<file path="src/rtl/avalon_pio_ext.sv">
// ----------------------------------------------------------------------------
// avalon_pio_ext
// Parametrised Avalon-MM slave GPIO. It provides per-bit direction control, a
// two-flop input synchroniser, edge capture and a maskable level interrupt.
//
// Register map (word addresses):
//   0 DATA      write: data_out; read: data_out where dir=1, synced pin where dir=0
//   1 DIR       read/write, 1 = output
//   2 IRQ_MASK  read/write
//   3 EDGE_CAP  read; write-1-to-clear (a same-cycle detect wins)
//   4 OUTSET    PIO_BITSET_EN only: data_out |= writedata, reads data_out
//   5 OUTCLR    PIO_BITSET_EN only: data_out &= ~writedata, reads data_out
//   6,7         read 0, writes ignored (also 4,5 without PIO_BITSET_EN)
//
// Optional feature macro: PIO_BITSET_EN (atomic set/clear of output bits).
//
// Ports:
//   clk         system clock
//   reset_n     synchronous active-low reset
//   address     register word address
//   chipselect  Avalon slave select
//   write_n     active-low write strobe
//   writedata   write data; only [WIDTH-1:0] is used
//   readdata    registered read data, latency 1, upper bits zero
//   in_port     asynchronous pin inputs
//   out_port    output data register
//   oe          per-bit output enable (direction register)
//   irq         registered level interrupt
// ----------------------------------------------------------------------------
module avalon_pio_ext #(
   parameter int unsigned      WIDTH       = 8,
   parameter int unsigned      EDGE_TYPE   = 0,   // 0 rising, 1 falling, 2 any
   parameter logic [WIDTH-1:0] RESET_VALUE = '0,
   parameter logic [WIDTH-1:0] RESET_DIR   = '0
) (
   input  logic             clk,
   input  logic             reset_n,
   input  logic [2:0]       address,
   input  logic             chipselect,
   input  logic             write_n,
   input  logic [31:0]      writedata,
   output logic [31:0]      readdata,
   input  logic [WIDTH-1:0] in_port,
   output logic [WIDTH-1:0] out_port,
   output logic [WIDTH-1:0] oe,
   output logic             irq
);

   localparam logic [2:0] ADDR_DATA   = 3'd0;
   localparam logic [2:0] ADDR_DIR    = 3'd1;
   localparam logic [2:0] ADDR_MASK   = 3'd2;
   localparam logic [2:0] ADDR_EDGE   = 3'd3;
`ifdef PIO_BITSET_EN
   localparam logic [2:0] ADDR_OUTSET = 3'd4;
   localparam logic [2:0] ADDR_OUTCLR = 3'd5;
`endif

   logic [WIDTH-1:0] data_out_q, data_out_d;
   logic [WIDTH-1:0] dir_q, dir_d;
   logic [WIDTH-1:0] mask_q, mask_d;
   logic [WIDTH-1:0] edge_q, edge_d;
   logic [WIDTH-1:0] sync1_q, sync2_q, prev_q;
   logic [31:0]      readdata_q, readdata_d;
   logic             irq_q, irq_d;

   logic             wr;
   logic [WIDTH-1:0] wd;
   logic [WIDTH-1:0] clr;
   logic [WIDTH-1:0] det;

   // Upper write-data bits are architecturally ignored.
   logic unused_wd;
   assign unused_wd = ^writedata;

   assign wr = chipselect & ~write_n;
   assign wd = writedata[WIDTH-1:0];

   // NOTE: every signal assigned in always_comb gets a default first so no
   // path through the block leaves it unassigned (which would infer a latch).
   always_comb begin
      data_out_d = data_out_q;
      dir_d      = dir_q;
      mask_d     = mask_q;
      clr        = '0;
      if (wr) begin
         case (address)
            ADDR_DATA:   data_out_d = wd;
            ADDR_DIR:    dir_d      = wd;
            ADDR_MASK:   mask_d     = wd;
            ADDR_EDGE:   clr        = wd;
`ifdef PIO_BITSET_EN
            ADDR_OUTSET: data_out_d = data_out_q | wd;
            ADDR_OUTCLR: data_out_d = data_out_q & ~wd;
`endif
            default:     ;
         endcase
      end
   end

   // Edge detect on the synchronised sample against its previous value.
   always_comb begin
      case (EDGE_TYPE)
         0:       det = sync2_q & ~prev_q;
         1:       det = ~sync2_q & prev_q;
         default: det = sync2_q ^ prev_q;
      endcase
   end

   // Clear first, then OR in new detects so a coincident edge is not lost.
   assign edge_d = (edge_q & ~clr) | det;
   assign irq_d  = |(edge_q & mask_q);

   always_comb begin
      readdata_d = '0;
      case (address)
         ADDR_DATA:   readdata_d[WIDTH-1:0] = (data_out_q & dir_q) | (sync2_q & ~dir_q);
         ADDR_DIR:    readdata_d[WIDTH-1:0] = dir_q;
         ADDR_MASK:   readdata_d[WIDTH-1:0] = mask_q;
         ADDR_EDGE:   readdata_d[WIDTH-1:0] = edge_q;
`ifdef PIO_BITSET_EN
         ADDR_OUTSET: readdata_d[WIDTH-1:0] = data_out_q;
         ADDR_OUTCLR: readdata_d[WIDTH-1:0] = data_out_q;
`endif
         default:     readdata_d = '0;
      endcase
   end

   // NOTE: sequential state uses non-blocking assignments so every flop
   // samples pre-edge values; this is what makes sync1 -> sync2 -> prev a
   // real three-stage shift rather than a single wire.
   always_ff @(posedge clk) begin
      if (!reset_n) begin
         data_out_q <= RESET_VALUE;
         dir_q      <= RESET_DIR;
         mask_q     <= '0;
         edge_q     <= '0;
         sync1_q    <= '0;
         sync2_q    <= '0;
         prev_q     <= '0;
         readdata_q <= '0;
         irq_q      <= 1'b0;
      end else begin
         data_out_q <= data_out_d;
         dir_q      <= dir_d;
         mask_q     <= mask_d;
         edge_q     <= edge_d;
         sync1_q    <= in_port;
         sync2_q    <= sync1_q;
         prev_q     <= sync2_q;
         readdata_q <= readdata_d;
         irq_q      <= irq_d;
      end
   end

   assign readdata = readdata_q;
   assign out_port = data_out_q;
   assign oe       = dir_q;
   assign irq      = irq_q;

endmodule
</file>
<file path="config.mk">
export PLATFORM = sky130hd
export DESIGN_NAME = avalon_pio_ext
export DESIGN_NICKNAME = d
export VERILOG_FILES = /design/src/rtl/avalon_pio_ext.sv
export SDC_FILE = /design/constraint.sdc
export NUM_CORES = 1
export LEC_CHECK = 0
export BUFFER_PORTS_ARGS = -buffer_cell sky130_fd_sc_hd__buf_2
export CORE_UTILIZATION = 52
export CTS_CLUSTER_SIZE = 28
export DETAILED_ROUTE_END_ITERATION = 7
export PLACE_DENSITY = 0.84
export SLEW_MARGIN = 20
export SYNTH_ARGS = -nofsm -noshare
export SYNTH_HDL_FRONTEND = slang
export SYNTH_SLANG_ARGS = --single-unit
</file>
<file path="constraint.sdc">
create_clock -name clk -period 1.94 [get_ports clk]
set_input_delay 0.097 -clock clk [delete_from_list [all_inputs] [get_ports clk]]
set_output_delay 0.097 -clock clk [all_outputs]
set_load 0.1 [all_outputs]
</file>
# After elaboration in Yosys (flattened, before gate mapping)
# Index checks and enable logic that the tools add are counted.
[totals]
ff_bits = 89
output_inout_bits = 49
[op_classes]
eq_ne = 3
n_mux = 3
bitwise = 12
reduce_logical = 5
[ops]
columns = ["operator", "n"]
rows = [
  ["AND 8 bit", 5],
  ["case mux 8 bit (4 select lines)", 1],
  ["inverter 8 bit", 3],
  ["two-way mux 8 bit", 2],
  ["bitwise OR 8 bit", 2],
  ["OR reduction 8 bit", 1],
  ["== test 3 x 2 -> 1 bit (second input constant)", 2],
  ["AND reduction 2 bit", 3],
  ["== test 3 x 1 -> 1 bit (second input constant)", 1],
  ["zero test 3 bit", 1],
  ["AND 1 bit", 1],
  ["inverter 1 bit", 1],
]

# Longest topological paths before layout
[logic_depth]
ltp_word = 6
depth_mapped = 5

# Least setup slack after synthesis
# Ideal clock, no wire load.
[synth_path]
path_type = "reg2reg"
start = "reg dir_q[0], in the netlist oe[0]"
end = "reg readdata_q[0], in the netlist readdata[0]"
setup_time_ns = 0.079
arrival_ns = 1.357
setup_slack_ns = 0.504
stages_incl_launch_ff = 4
path_buffers = 0
period_less_slack_ns = 1.436
cell_sequence = "dfxtp_1 > o21ai_1 > o31a_1 > o22ai_1"
[synth_between]
elab_chain_len = 4
word_cells_on_any_way = 5
classes_between = "mux (1); bitwise (4)"
[synth_lines]
columns = ["element", "line_no", "text"]
rows = [
  ["start, declared", "59", "logic [WIDTH-1:0] dir_q, dir_d;"],
  ["start signal, assigned", "144", "dir_q <= dir_d;"],
  ["inverter 8 bit", "116", "ADDR_DATA: readdata_d[WIDTH-1:0] = (data_out_q & dir_q) | (sync2_q & ~dir_q);"],
  ["AND 8 bit", "116", ""],
  ["bitwise OR 8 bit", "116", ""],
  ["case mux 8 bit (4 select lines) *", "115", "case (address)"],
  ["end signal, assigned", "150", "readdata_q <= readdata_d;"],
  ["end, declared", "63", "logic [31:0] readdata_q, readdata_d;"],
]
# Every way passes the cells marked *; elsewhere a longest branch is shown, timed or not.
# A chain may end at the register's enable or synchronous reset.

# Final worst setup path
[layout_path]
start = "reg dir_q[0], in the netlist oe[0]"
end = "out oe[0]"
[layout_lines]
columns = ["element", "line_no", "text"]
rows = [
  ["end, declared", "45", "output logic [WIDTH-1:0] oe,"],
]
# No word-level cell between the ends.

==> out/results.tsv <==
stage	metric	value	unit
run_status	status	finished clean	
setup_path	Critical Path AT	1.17	ns
placed_design	Placed Instances	366	
global_routing	initial antenna violation count	0	
clocking	CTS tree	built	
timing	Slew Limit Fails	0	
die	Rows	25	
layout	area added between synthesis and finish	18.7	%
yosys	Async S/R FF share, synth	0	
drt	DR vias/cell	4.99	
die	Die ar.	5300	um2
yosys	Seq cells post-synth	65	
yosys	Mapped Avg Cell Area	9.99	um2
yosys	EDFF count, synth	0	
drt	WL/cell	13.7	um
yosys	total number of yosys warnings	0	
layout	Final nets	365	
layout	n_diodes	0	
timing	worst clock skew	0.00591	ns
yosys	Post-Synthesis Cells	261	
clocking	Clk Latency, worst-skew pair	0.35	ns
timing	Final min period	1.27	ns
setup_path	Crit-path slowest cell	buf_2	
die	Starting Density	0.545	
power	Power Density	975	nW/um2
clocking	Max clock buf depth	2	
drt	routed wire length	5.34	mm
placed_design	post-DP HPWL	3.66	mm
yosys	area leader, netlist	dfxtp_1	
setup_path	buffers and inverters on the worst path	1	
worst_hold_path	Hold Path Depth	3	
setup_path	worst path cell trace	buf_2	
global_routing	largest net degree at the start of global routing	30	
flow_run	max-cap violation count	0	
drt	DRT Pass-1 Iters	4	
setup_path	Crit. End Element	output port	
timing	Hold Fails Final Rpt	0	
layout	share of cells above drive strength 1	0.229	
yosys	xor and xnor fraction of the mapped netlist area	0	
global_routing	total gr overflow	0	
yosys	Synth Area in Compound Gates	0.122	
clocking	root buf cell	clkbuf_8	
drt	via count	1946	
yosys	Synth Area in Simple Gates	0.130	
yosys	Mapped Area	2610	um2
global_routing	vias in the first global route	1845	
yosys	top cell type's share of synthesized area	0.499	
setup_path	maximum net fanout on the critical path	4	
drt	DRC Markers	0	
global_routing	Total Routing Usage GR	0.225	
timing	unrepaired setup endpoints after global routing	false	
setup_path	crit start category	flop	
die	Die X	72.8	um
clocking	CTS buffer count	9	
placed_design	port bufs	47	
yosys	synth top area cells	dfxtp_1 50%, mux2i_1 12%, buf_4 6.9%	
setup_path	critical setup path kind	reg2out	
worst_hold_path	Hold WC Path Type	in2reg	
die	Chip Height	72.8	um
setup_path	Worst R2R Path Depth	2	
die	CORE AREA	4790	um2
layout	Post-Layout Cell Count	390	
setup_path	Crit. path cell count	1	
layout	Fill cells	393	
timing	Max Fclk	787	MHz
drt	ANT nets after route	0	
global_routing	first-pass GRT wire length	8.62	mm
clocking	CTS Sinks	65	
setup_path	critical path data required time	1.84	ns
yosys	adder-cell share of the synthesized area	0	
clocking	H-tree levels	3	
timing	fin crit share	0.655	
yosys	Yosys cell types	27	
power	VDD IR-drop max	0.000603	V
power	Leak	1.36	nW
yosys	Seq/Total Area, Yosys	0.499	
die	I/O pins	96	
setup_path	Largest delay share family, worst path	buffers and inverters	
timing	final setup vio count	0	
setup_path	R2R setup slack	1.05	ns
yosys	Main synth FF type	dfxtp_1	
drt	drt initial violations	109	
placed_design	routability cong.	0.858	
timing	Sum Neg Setup Slack	0	ns
yosys	multiplexer area fraction after synthesis	0.123	
setup_path	largest stage delay on the critical path	0.45	ns
yosys	largest family of logic cells by synthesized area	simple AND/OR/NAND/NOR gates	
clocking	Reg clk slew, reported paths	0.07	ns
-- placed cells by master (no fill, tap or decap), drive strengths merged, types with 2 or more instances in the layout --
master,Yosys,routed
conb,1,24
and2,16,16
o22ai,8,8
a22oi,4,4
a31oi,8,8
mux2i,32,32
inv,17,17
nand2,32,32
clkbuf,7,12
nor2,8,8
dlygate4sd3,0,8
dfxtp,65,65
clkinvlp,0,2
o21ai,8,8
a22o,8,8
buf,31,53
o31a,8,8
-- final timing paths --
check / startpoint / end
setup / recovery: oe[0] / oe[0]
hold / removal: writedata[5] / mask_q[5]
hold reg to reg: sync1_q[3] / sync2_q[3]
setup reg to reg: oe[5] / readdata[5]
-- through the flow --
step / hold WS, ns / worst slack, ns / cell area (um2) / power (mW) / utilization
finish: 0.0813 / 0.669 / 3090 / 3.02 / 0.646
global route: 0.0884 / 0.616 / 3090 / 3.12 / 0.646
CTS: 0.0771 / 0.664 / 3090 / 3.04 / 0.646
detailed placement: 0.306 / 0.703 / 2800 / 1.83 / 0.585
global placement: 0.304 / 0.728 / 2800 / 1.83 / 0.585
floorplan: 0.224 / 0.504 / 2690 / 1.81 / -
-- synthesized netlist by cell type, drive strengths merged, types with 7 or more instances --
cell type / count
dfxtp: 65
nand2: 32
clkbuf: 7
o21ai: 8
o31a: 8
nor2: 8
and2: 16
o22ai: 8
a31oi: 8
a22o: 8
buf: 31
inv: 17
mux2i: 32
-- tightest hold or removal path: cells and delay by family --
family | cells | cell delay [ns]
buffers and inverters | 1 | 0.10
and+or+nand+nor | 1 | 0.10
muxes | 1 | 0.08
-- logic make-up (layout without fill, tap and decap cells) --
family | Yosys count | in the layout
buffers and inverters | 55 | 94
muxes | 32 | 32
and+or+nand+nor | 63 | 63
other | 1 | 24
DFF | 65 | 65
AOI/OAI and AO/OA | 45 | 45
-- layer usage --
layer / global-route usage / vias up / wire [um]
met4: 0.139 / 0 / 151
met2: 0.358 / 79 / 2520
li1: - / 956 / -
met3: 0.0718 / 11 / 399
met5: 0 / - / 0
met1: 0.263 / 900 / 2270
-- where the power goes --
group,switching (mW),internal (mW),leakage [nW]
Combinational,0.347,0.0826,0.730
Clock,0.501,0.695,0.105
Sequential,0.0180,1.37,0.529
Total,0.866,2.15,1.36
-- registers in the layout, indices dropped and copies added, names as in the netlist --
name	flops
oe	8
mask_q	8
readdata	8
edge_q	8
out_port	8
sync1_q	8
prev_q	8
sync2_q	8
irq	1
-- layout make-up --
type,count,area [um2],share of cell area
repair buffers,61,360,0.117
clock buffers,12,165,0.0534
well taps,67,83.8,0.0271
clock inverters,4,50.0,0.0162
flip-flops and latches,65,1300,0.421
inverters,17,63.8,0.0206
multi-input cells,164,1070,0.345
-- what timing repair did --
action                                 4_1_cts  5_1_grt
setup buffers                                0        0
gates resized for setup                      0        0
setup endpoints to repair                    0        0
hold buffers                                 8        0
endpoints found under the hold margin        8        0
Note: power is estimated with default switching activity, not from simulation.
